## config.mk

```make
export PLATFORM = sky130hd
export DESIGN_NAME = meas_fifo
export DESIGN_NICKNAME = d
export VERILOG_FILES = /design/src/rtl/meas_fifo.sv
export SDC_FILE = /design/constraint.sdc
export NUM_CORES = 1
export LEC_CHECK = 0
export BUFFER_PORTS_ARGS = -buffer_cell sky130_fd_sc_hd__buf_2
export CAP_MARGIN = 10
export CORE_MARGIN = 5
export CORE_UTILIZATION = 55
export CTS_CLUSTER_SIZE = 10
export DETAILED_ROUTE_END_ITERATION = 6
export GPL_ROUTABILITY_DRIVEN = 0
export PLACE_DENSITY = 0.75
export SETUP_SLACK_MARGIN = 0.3
export SYNTH_ARGS = -nofsm -noshare
export SYNTH_HDL_FRONTEND = slang
export SYNTH_SLANG_ARGS = --single-unit
```

## constraint.sdc

```tcl
create_clock -name clk -period 4.44 [get_ports clk]
set_input_delay 0.888 -clock clk [delete_from_list [all_inputs] [get_ports clk]]
set_output_delay 0.888 -clock clk [all_outputs]
set_load 0.005 [all_outputs]
```

## src/rtl/meas_fifo.sv

```systemverilog
// meas_fifo: ordered measurement queue between the TDC core and the UART
// transmitter. A drain FSM launches one UART frame per stored word using the
// transmitter's start-pulse / busy handshake. Overflow drops are counted
// (saturating) and flagged (sticky until cleared).
//
// state     | meaning
// ----------+-----------------------------------------------------------
// IDLE      | wait for a stored word and an idle UART; pop on exit
// LAUNCH    | popped word sits in out_data; raise out_start, arm timer
// WAIT_BUSY | wait for UART busy; give up (word counts as sent) on timeout
// WAIT_DONE | UART transmitting; return to IDLE when busy drops

module meas_fifo #(
   parameter int WIDTH        = 40,
   parameter int DEPTH        = 16,
   parameter int BUSY_TIMEOUT = 4
) (
   input  logic                     clk,
   input  logic                     rst,
   input  logic [WIDTH-1:0]         in_data,
   input  logic                     in_valid,
   output logic [WIDTH-1:0]         out_data,
   output logic                     out_start,
   input  logic                     out_busy,
   output logic [$clog2(DEPTH):0]   level,
   output logic                     full,
   output logic                     empty,
   output logic [15:0]              drop_count,
   output logic                     overflow,
   input  logic                     clr_overflow
);

   localparam int AW = $clog2(DEPTH);
   localparam int LW = AW + 1;
   localparam int TW = $clog2(BUSY_TIMEOUT + 1);

   typedef enum logic [1:0] {IDLE, LAUNCH, WAIT_BUSY, WAIT_DONE} state_t;

   logic [WIDTH-1:0] mem_q [DEPTH];
   logic [AW-1:0]    wr_ptr_q, rd_ptr_q;
   logic [LW-1:0]    level_q, level_d;
   logic             full_q, empty_q;
   logic [15:0]      drop_count_q;
   logic             overflow_q;
   state_t           state_q;
   logic [WIDTH-1:0] out_data_q;
   logic             out_start_q;
   logic [TW-1:0]    tmr_q;
   logic             pop, push_ok, drop;

   // Handshake decode: pop only on IDLE->LAUNCH; a pop frees a slot for a same-cycle push.
   always_comb begin
      pop     = (state_q == IDLE) && (level_q != '0) && !out_busy;
      push_ok = in_valid && ((level_q != LW'(DEPTH)) || pop);
      drop    = in_valid && !push_ok;
      level_d = level_q;
      if (push_ok && !pop)
         level_d = level_q + LW'(1);
      else if (!push_ok && pop)
         level_d = level_q - LW'(1);
   end

   // Storage array; contents need no reset since level gates every read.
   always_ff @(posedge clk) begin
      if (push_ok)
         mem_q[wr_ptr_q] <= in_data;
   end

   // Pointers, occupancy and flags registered from the next level.
   always_ff @(posedge clk or posedge rst) begin
      if (rst) begin
         wr_ptr_q <= '0;
         rd_ptr_q <= '0;
         level_q  <= '0;
         full_q   <= 1'b0;
         empty_q  <= 1'b1;
      end else begin
         if (push_ok)
            wr_ptr_q <= wr_ptr_q + AW'(1);
         if (pop)
            rd_ptr_q <= rd_ptr_q + AW'(1);
         level_q <= level_d;
         full_q  <= (level_d == LW'(DEPTH));
         empty_q <= (level_d == '0);
      end
   end

   // Drop accounting; a drop in the same cycle as a clear wins.
   always_ff @(posedge clk or posedge rst) begin
      if (rst) begin
         drop_count_q <= '0;
         overflow_q   <= 1'b0;
      end else if (drop) begin
         overflow_q <= 1'b1;
         if (clr_overflow)
            drop_count_q <= 16'd1;
         else if (drop_count_q != 16'hFFFF)
            drop_count_q <= drop_count_q + 16'd1;
      end else if (clr_overflow) begin
         drop_count_q <= '0;
         overflow_q   <= 1'b0;
      end
   end

   // Drain FSM with registered out_data/out_start and a down-counting busy timeout.
   always_ff @(posedge clk or posedge rst) begin
      if (rst) begin
         state_q     <= IDLE;
         out_data_q  <= '0;
         out_start_q <= 1'b0;
         tmr_q       <= '0;
      end else begin
         out_start_q <= 1'b0;
         case (state_q)
            IDLE: begin
               if (pop) begin
                  out_data_q <= mem_q[rd_ptr_q];
                  state_q    <= LAUNCH;
               end
            end
            LAUNCH: begin
               out_start_q <= 1'b1;
               tmr_q       <= TW'(BUSY_TIMEOUT - 1);
               state_q     <= WAIT_BUSY;
            end
            WAIT_BUSY: begin
               if (out_busy)
                  state_q <= WAIT_DONE;
               else if (tmr_q == '0)
                  state_q <= IDLE;
               else
                  tmr_q <= tmr_q - TW'(1);
            end
            WAIT_DONE: begin
               if (!out_busy)
                  state_q <= IDLE;
            end
            default: state_q <= IDLE;
         endcase
      end
   end

   assign out_data   = out_data_q;
   assign out_start  = out_start_q;
   assign level      = level_q;
   assign full       = full_q;
   assign empty      = empty_q;
   assign drop_count = drop_count_q;
   assign overflow   = overflow_q;

endmodule

```

## Word-level counts from Yosys, hierarchy flattened

Memories as Yosys holds them, arrays and structs flattened. A register that Yosys moved wholly into a read port is not among the register bits.
Cells that the tools add are included.

| storage, ports and cells | value |
|---|---|
| bits of input ports | 45 |
| output and inout bits | 65 |
| bits in registers | 38 |
| memories kept | 1 |
| logic and storage cells | 68 |
| memory bits (writable) | 640 |

| cells by class | value |
|---|---|
| reduce and logical (&&, ||, !) cells | 21 |
| eq/ne operators | 11 |
| mux-type cells | 19 |
| add/sub/neg operators | 6 |

Memory list:

| name | depth | bits a word | rd ports | clocked after Yosys merged registers in | write ports | line | text |
|---|---|---|---|---|---|---|---|
| mem_q | 16 | 40 | 1 | 1 | 1 | 39 | `logic [WIDTH-1:0] mem_q [DEPTH];` |

Operator list:

| cell | count |
|---|---|
| 16-bit two-way mux | 4 |
| 16-bit by 1-bit adder with 16-bit output (second input constant) | 1 |
| 16-bit inequality test (second input constant) | 1 |
| 5-bit two-way mux | 2 |
| 4-bit by 1-bit adder with 4-bit output (second input constant) | 2 |
| 2-bit two-way mux | 4 |
| 2-bit inequality test (second input constant) | 4 |
| 2-bit case mux with 4 select lines | 1 |
| 1-bit logical AND | 6 |
| 3-bit two-way mux | 2 |
| 3-bit case mux with 2 select lines | 1 |
| 3-bit AND reduction | 2 |
| 2-bit nonzero test | 3 |
| 5-bit by 1-bit adder with 5-bit output (second input constant) | 1 |
| 5-bit == test (second input constant) | 1 |
| 5-bit zero test | 1 |
| 1-bit two-way mux | 5 |
| 5-bit inequality test (second input constant) | 1 |
| 5-bit nonzero test | 1 |
| 5-bit by 1-bit subtractor with 5-bit output (second input constant) | 1 |
| 2-bit == test (second input constant) | 2 |
| 2-bit AND reduction | 2 |
| 1-bit zero test | 3 |
| 3-bit zero test | 1 |
| other kinds (5) | 5 |

## Logic depth before layout (Yosys ltp)

Gate-level depths: netlist (run 1).

| depth | value |
|---|---|
| depth in word-level cells | 10 |
| mapped depth | 7 |
| mapped depth without buffers | 7 |

## Worst setup path before layout (run 1)

No wires, ideal clock.

| timing | value |
|---|---|
| path kind | input port to flip-flop |
| from | in out_busy |
| to | mem mem_q[7][0] (enable) |
| stages on the path | 6 |
| required time | 3.953 ns |
| path slack | -0.663 ns |
| buffers on the path | 2 |
| library setup time | 0.487 ns |
| arrival time | 4.616 ns |
| path through | or3_1 -> buf_2 -> buf_4 -> a21boi_4 -> nand2_1 -> nor3_1 |

| on the way | value |
|---|---|
| longest elaborated chain between the ends | 6 |

RTL lines:

| element | line | text |
|---|---|---|
| start, declared | 24 | `input logic out_busy,` |
| 1-bit zero test | n/a |  |
| 1-bit logical AND | 53 | `pop = (state_q == IDLE) && (level_q != '0) && !out_busy;` |
| 1-bit logical OR | 54 | `push_ok = in_valid && ((level_q != LW'(DEPTH)) \|\| pop);` |
| 1-bit logical AND | 54 |  |
| 1-bit two-way mux | 65 | `if (push_ok)` |
| 1-bit two-way mux (not written as such) | 66 | `mem_q[wr_ptr_q] <= in_data;` |
| end, declared | 39 |  |

No other way between the ends.

## Worst setup path after layout (run 1)

| timing | value |
|---|---|
| from | reg state_q[1] |
| to | mem mem_q[15][18] (enable) |

| on the way | value |
|---|---|
| longest elaborated chain between the ends | 7 |

RTL lines:

| element | line | text |
|---|---|---|
| start, declared | 45 | `state_t state_q;` |
| start signal, assigned | 108 | `state_q <= IDLE;` |
| start signal, assigned | 118 | `state_q <= LAUNCH;` |
| start signal, assigned | 124 | `state_q <= WAIT_BUSY;` |
| 2-bit zero test | 53 |  |
| 1-bit logical AND (2 in a row) | 53 |  |
| 1-bit logical OR | 54 |  |
| 1-bit logical AND | 54 |  |
| 1-bit two-way mux | 65 |  |
| 1-bit two-way mux (not written as such) | 66 |  |

No other way between the ends.

==> results of run 1 <==
-- worst max path at each step --
stage | end | slack (ns) | cells after the start
floorplan | mem_q[7][0] | -0.66 | 6
global placement | mem_q[15][31] | 1.03 | 6
detailed placement | mem_q[15][31] | 0.93 | 6
CTS | mem_q[15][39] | 1.43 | 5
global route | mem_q[15][18] | 1.32 | 5
finish | mem_q[15][18] | 1.42 | 5
-- metal layers --
| metal | wire, um | track usage, % | vias up |
|---|---|---|---|
| met5 | 0 | 0 | - |
| met3 | 5830 | 4.67 | 78 |
| met1 | 24700 | 32.8 | 7159 |
| li1 | - | - | 5778 |
| met2 | 28700 | 33.3 | 681 |
| met4 | 1120 | 5.72 | 0 |
-- power by group --
group / internal [mW] / total [mW] / leakage [nW] / switching (mW)
sequential: 8.24 / 8.89 / 6.76 / 0.654
clock: 3.68 / 6.19 / 1.16 / 2.51
combinational: 2.26 / 4.90 / 2.64 / 2.64
total: 14.2 / 20.0 / 10.6 / 5.81
-- placed cells by master (no fill, tap or decap), types with 4 or more instances in the layout --
cell	n
edfxtp_1	640
mux4_2	160
buf_2	109
clkbuf_16	85
mux2i_1	81
dfrtp_1	74
nand2_1	61
clkbuf_1	61
o221ai_1	40
buf_4	30
nor2_1	19
inv_1	16
xnor2_1	15
nand3_1	12
ha_1	11
nand4_1	10
nor3_2	9
buf_12	8
nor4_1	7
o21ai_0	7
a21oi_1	7
nor3_1	6
or4_1	5
nor2_4	4
and2_2	4
-- state kept, by name (all words and copies together), names as in the netlist --
signal / count
wr_ptr_q: 4
out_data: 40
overflow: 1
out_start: 1
rd_ptr_q: 4
mem_q: 640
full: 1
tmr_q: 3
empty: 1
level: 5
state_q: 2
drop_count: 16
-- through the flow --
| stage | area (sq um) | util [%] | hold WS (ns) |
|---|---|---|---|
| floorplan | 27800 | - | 0.477 |
| global placement | 29300 | 58.5 | 0.461 |
| detailed placement | 29300 | 58.5 | 0.467 |
| CTS | 31700 | 63.4 | 0.442 |
| global route | 31700 | 63.4 | 0.494 |
| finish | 31700 | 63.4 | 0.426 |
-- worst max-delay path: cells and delay by family (launching register included) --
kind | cells | cell delay (ns)
and+or+nand+nor | 3 | 1.61
DFF | 1 | 0.48
AOI/OAI and AO/OA | 1 | 0.31
buffers and inverters | 1 | 0.27
-- kinds of logic (layout without fill, tap and decap cells) --
kind of cell | count (synthesis) | after routing
AOI/OAI and AO/OA | 81 | 81
xor gates and xnor gates | 15 | 15
adders and majority gates | 11 | 11
buffers and inverters | 87 | 316
DFF | 718 | 718
muxes | 241 | 241
and+or+nand+nor | 160 | 160
-- final cells by class --
class	count	area (sq um)
Sequential cell	718	21200
Clock inverter	3	47.5
Multi-Input combinational cell	508	6270
Tap cell	672	841
Inverter	17	66.3
Timing Repair Buffer	147	931
Fill cell	3375	18300
Clock buffer	149	2400
==> flow_metrics.py, run 1 <==
metrics = {
    "status": {
        "status": "completed",
    },
    "place": {
        "dpl.cell_count": 2062,
        "pre_cts_ws_ns": 0.929,
        "dp_hpwl_um": 35800,
        "numPortBuffers": 109,
    },
    "sta": {
        "maxSlewViolCount": 0,
        "setup_ws_ns": 1.42,
        "rsz0062_at_grt": "false",
        "finClkSkew_ns": 0.0138,
        "finalHoldViolCount": 0,
        "finalCriticalPeriod_ns": 3.02,
        "max_slew_margin_pct": 23.0,
        "fin_setup_tns_ns": 0,
        "tightest_slew_ns": 1.15,
        "min_period_over_period_pct": 68.0,
        "fmaxAchievable_mhz": 331,
        "setup_viol": 0,
    },
    "critical_path": {
        "cp_cell_sequence": "or3_1, a21boi_4, nand3_1, nor2_4, buf_12",
        "crit_path_start": "state_q[1]",
        "cp_data_required_time_ns": 4.73,
        "rrSetupSlack_ns": 1.42,
        "worst_setup_path_start_kind": "flip-flop",
        "cp.arrival_ns": 3.32,
        "r2r-end": "mem_q[15][18]",
        "timing_worst_setup_path_type": "reg2reg",
        "crit-reg2reg-launch": "state_q[1]",
        "critPathSlowestCell": "or3_1",
        "endpoint_kind": "flip-flop",
        "critical_path.max_stage_delay_ns": 0.67,
        "reg2reg_depth": 5,
        "crit_path_max_fanout": 28,
    },
    "synth": {
        "synth_top_family_by_area": "multiplexers",
        "ys_types": 57,
        "synth-async-reset-ratio_pct": 10.9,
        "synth_compound_area_share_pct": 2.34,
        "syn-num-nets": 1369,
        "synth_edf_count": 640,
        "synthCells": 1313,
        "syn_avg_cell_area_sq_um": 21.1,
        "yosys.area_share.simple_pct": 3.05,
        "yosysMostFrequentCell": "edfxtp_1",
        "netlist.area_leader.share_pct": 69.2,
        "synth_top_area_cell": "edfxtp_1",
        "yosysSeqAreaShare_pct": 76.3,
        "yosys-top-cells-area": "edfxtp_1 69%, mux4_2 13%, dfrtp_1 6.9%, mux2i_1 2.9%, o221ai_1 1.3%",
        "synthXorXnorAreaFrac_pct": 0.473,
        "synth_common_cells": "640 x edfxtp_1, 160 x mux4_2, 81 x mux2i_1",
        "synth_fa_ha_area_share_pct": 0.496,
        "synth_area_sq_mm": 0.0278,
        "synth_mux_area_share_pct": 15.9,
        "ys.flop_type": "edfxtp_1",
        "yosys_warnings": 0,
        "ys_seq_elements": 718,
    },
    "routing": {
        "avgViaCountPerCell": 6.19,
        "wl_per_cell_um": 27.3,
        "wirelength_um": 60400,
        "first_pass_iters": 5,
        "drtIter0Drc": 1790,
        "ant_nets": 0,
        "vias": 13696,
        "drc": 0,
    },
    "cts": {
        "h-tree-depth": 3,
        "cts.clk_slew.worst_paths_ns": 0.05,
        "cts_tree": "built",
        "cts-resized-gates": 0,
        "cts_post_setup_buffers_inserted": 0,
        "cts_buffer_depth": 3,
        "cts_sinks": 718,
        "clock_latency_ns": 0.60,
        "numCtsBuffers": 82,
        "holdBufCountCts": 0,
        "root_buffer": "clkbuf_16",
    },
    "global_routing": {
        "antenna_found_initial": 3,
        "grt_pass1_wl_um": 90300,
        "track_usage_pct": 21.8,
        "grt_max_degree": 69,
        "grt_pass1_vias": 14087,
        "grt.overflow.total": 0,
    },
    "hold_path": {
        "hp-class": "in2async",
    },
    "floorplan": {
        "rows": 82,
        "io_pins": 110,
        "core_sq_mm": 0.0501,
        "start_util_pct": 55.4,
        "die_w_um": 235,
        "dieArea_sq_mm": 0.0551,
        "die_y_um": 235,
    },
    "power": {
        "p_leak_nw": 10.6,
        "vdd_drop_max_mv": 0.416,
        "totalPowerFinal_mw": 20.0,
        "power_per_cell_area_mw_per_mm2": 629,
    },
    "finish": {
        "n_antenna_cell": 0,
        "num-nets-final": 1530,
        "instances_no_fill": 2214,
        "syn2layout_area_growth_pct": 14.3,
        "layout-drive-gt1-share_pct": 28.0,
    },
    "run": {
        "cap_violations": 0,
    },
}
No activity file was read; power rests on OpenSTA's default activity.
==> run 2, diff against run 1 <==
==> constraint.sdc (replaced) <==
create_clock -name clk -period 2.5 [get_ports clk]
set_input_delay 0.5 -clock clk [delete_from_list [all_inputs] [get_ports clk]]
set_output_delay 0.5 -clock clk [all_outputs]
set_load 0.005 [all_outputs]
==> run 2 against run 1 <==
Compared with the run above: non-clock buffer count up 91; critical path type unchanged; sequential power increased by 74%; power increased by 86%; fmax is 29% higher; setup slack got worse by 1.3 ns; cell count up 4.2%; register-to-register slack lost 1.3 ns; final area rose by 6.0%.
==> flow_metrics.py, run 2 (synthesis gave the netlist of run 1 again) <==
metrics = {
    "status": {
        "status": "completed",
    },
    "finish": {
        "layout_common_cells": "640 x edfxtp_1, 160 x mux4_2, 109 x buf_2",
        "layout-drive-gt1-share_pct": 32.7,
        "finalInstanceArea_sq_mm": 0.0336,
        "largest_reg_flops": 640,
        "top_register": "mem_q",
        "layout_commonest_cell": "edfxtp_1",
        "instances_no_fill": 2307,
        "n_antenna_cell": 0,
        "num-nets-final": 1621,
        "syn2layout_area_growth_pct": 21.2,
    },
    "power": {
        "vdd_drop_max_mv": 0.750,
        "clkPwrFrac_pct": 29.7,
        "p_comb_share_pct": 28.7,
        "power_per_cell_area_mw_per_mm2": 1100,
        "p_leak_nw": 11.4,
        "totalPowerFinal_mw": 37.2,
        "p_sw_share_pct": 29.9,
        "p_sw_mw": 11.1,
        "internal-power_mw": 26.1,
        "p_seq_share_pct": 41.6,
    },
    "sta": {
        "setup_viol": 0,
        "tightest_slew_ns": 0.766,
        "fmaxAchievable_mhz": 428,
        "finalCriticalPeriod_ns": 2.34,
        "finalHoldViolCount": 0,
        "min_period_over_period_pct": 93.6,
        "hold-worst-slack_ns": 0.0208,
        "maxSlewViolCount": 0,
        "max_slew_margin_pct": 49.0,
        "finClkSkew_ns": 0.0258,
        "rsz0062_at_grt": "true",
        "fin_setup_tns_ns": 0,
    },
    "critical_path": {
        "cp.arrival_ns": 2.66,
        "crit_path_start": "state_q[1]",
        "crit_path_max_fanout": 8,
        "endpoint_kind": "flip-flop",
        "worst_setup_path_start_kind": "flip-flop",
        "crit-reg2reg-launch": "state_q[1]",
        "crit_end": "mem_q[7][17]",
        "cp_data_required_time_ns": 2.82,
        "rrSetupSlack_ns": 0.16,
        "r2r-end": "mem_q[7][17]",
        "reg2reg_depth": 8,
        "timing_worst_setup_path_type": "reg2reg",
    },
    "place": {
        "dp_hpwl_um": 36000,
        "dpl.cell_count": 2092,
        "numPortBuffers": 109,
        "place_area_sq_mm": 0.0299,
    },
    "routing": {
        "drc": 0,
        "wl_per_cell_um": 30.7,
        "ant_nets": 0,
        "drtIter0Drc": 1708,
        "vias": 14718,
        "wirelength_um": 70900,
        "avgViaCountPerCell": 6.38,
        "first_pass_iters": 5,
    },
    "floorplan": {
        "die_y_um": 235,
        "die_w_um": 235,
        "io_pins": 110,
        "rows": 82,
        "core_sq_mm": 0.0501,
        "start_util_pct": 55.4,
        "dieArea_sq_mm": 0.0551,
    },
    "run": {
        "cap_violations": 0,
    },
    "global_routing": {
        "grt_max_degree": 79,
        "antenna_found_initial": 5,
        "grt_pass1_vias": 14718,
        "track_usage_pct": 23.2,
        "grt.overflow.total": 0,
        "grt_pass1_wl_um": 95900,
    },
    "cts": {
        "cts_sinks": 718,
        "numCtsBuffers": 82,
        "cts.clk_slew.worst_paths_ns": 0.06,
        "cts_tree": "built",
        "clock_latency_ns": 0.62,
        "holdBufCountCts": 0,
        "root_buffer": "clkbuf_16",
        "cts_buffer_depth": 3,
        "h-tree-depth": 3,
    },
    "hold_path": {
        "hp-class": "in2async",
    },
}
==> run 2: timing repair <==
action,CTS,global route
pin swaps,7,5
cloned,5,29
endpoints found under the setup margin,684,653
buffers inserted,18,9
resized for setup,22,33
==> run 2: per-layer routing <==
| layer | wire length (um) | global-route usage, % |
|---|---|---|
| met5 | 57 | 0 |
| met2 | 36400 | 38.6 |
| met4 | 2540 | 8.18 |
| met1 | 25200 | 31.0 |
| met3 | 6680 | 4.98 |
==> run 2: final cells by class <==
class,instances,area (sq um)
inverters,17,67.6
multi-input cells,508,6390
well taps,672,841
repair buffers,238,2700
clock buffers,148,2380
clock inverters,6,71.3
flip-flops and latches,718,21200
fillers,3115,16400
==> run 2: per-stage QoR <==
step                      setup slack (ns)  utilization [%]
after floorplan                     -0.485                -
after global placement              0.0698             59.8
after detailed placement            0.0434             59.8
after CTS                            0.211             65.5
after global routing                 0.130             67.2
final                                0.161             67.2
==> run 2: worst max-delay path: stages, from the launching register on <==
cell and delay [ns]:
dfrtp_1 0.37, or3_4 0.40, a21boi_4 0.25, buf_6 0.14, buf_6 0.12, nand2_4 0.10, nor3_4 0.25, buf_6 0.21
clkbuf_16 0.19
==> run 2: worst min-delay path by stage <==
| stage | from | endpoint | slack, ns |
|---|---|---|---|
| after detailed placement | out_data[28] | out_data[28] | 0.47 |
| after floorplan | overflow | overflow | 0.48 |
| after CTS | rst | drop_count[12] | 0.03 |
| after global routing | rst | drop_count[12] | 0.05 |
| final | rst | drop_count[12] | 0.02 |
| after global placement | overflow | overflow | 0.46 |
==> run 2: power groups by stage <==
stage | sequential [mW] | combinational (mW) | clock, mW
6_report | 15.5 | 10.7 | 11.1
5_1_grt | 15.6 | 11.3 | 11.8
4_1_cts | 15.4 | 10.1 | 11.1
3_5_place_dp | 15.6 | 9.78 | 0
3_3_place_gp | 15.5 | 9.55 | 0
2_1_floorplan | 15.2 | 6.47 | 0
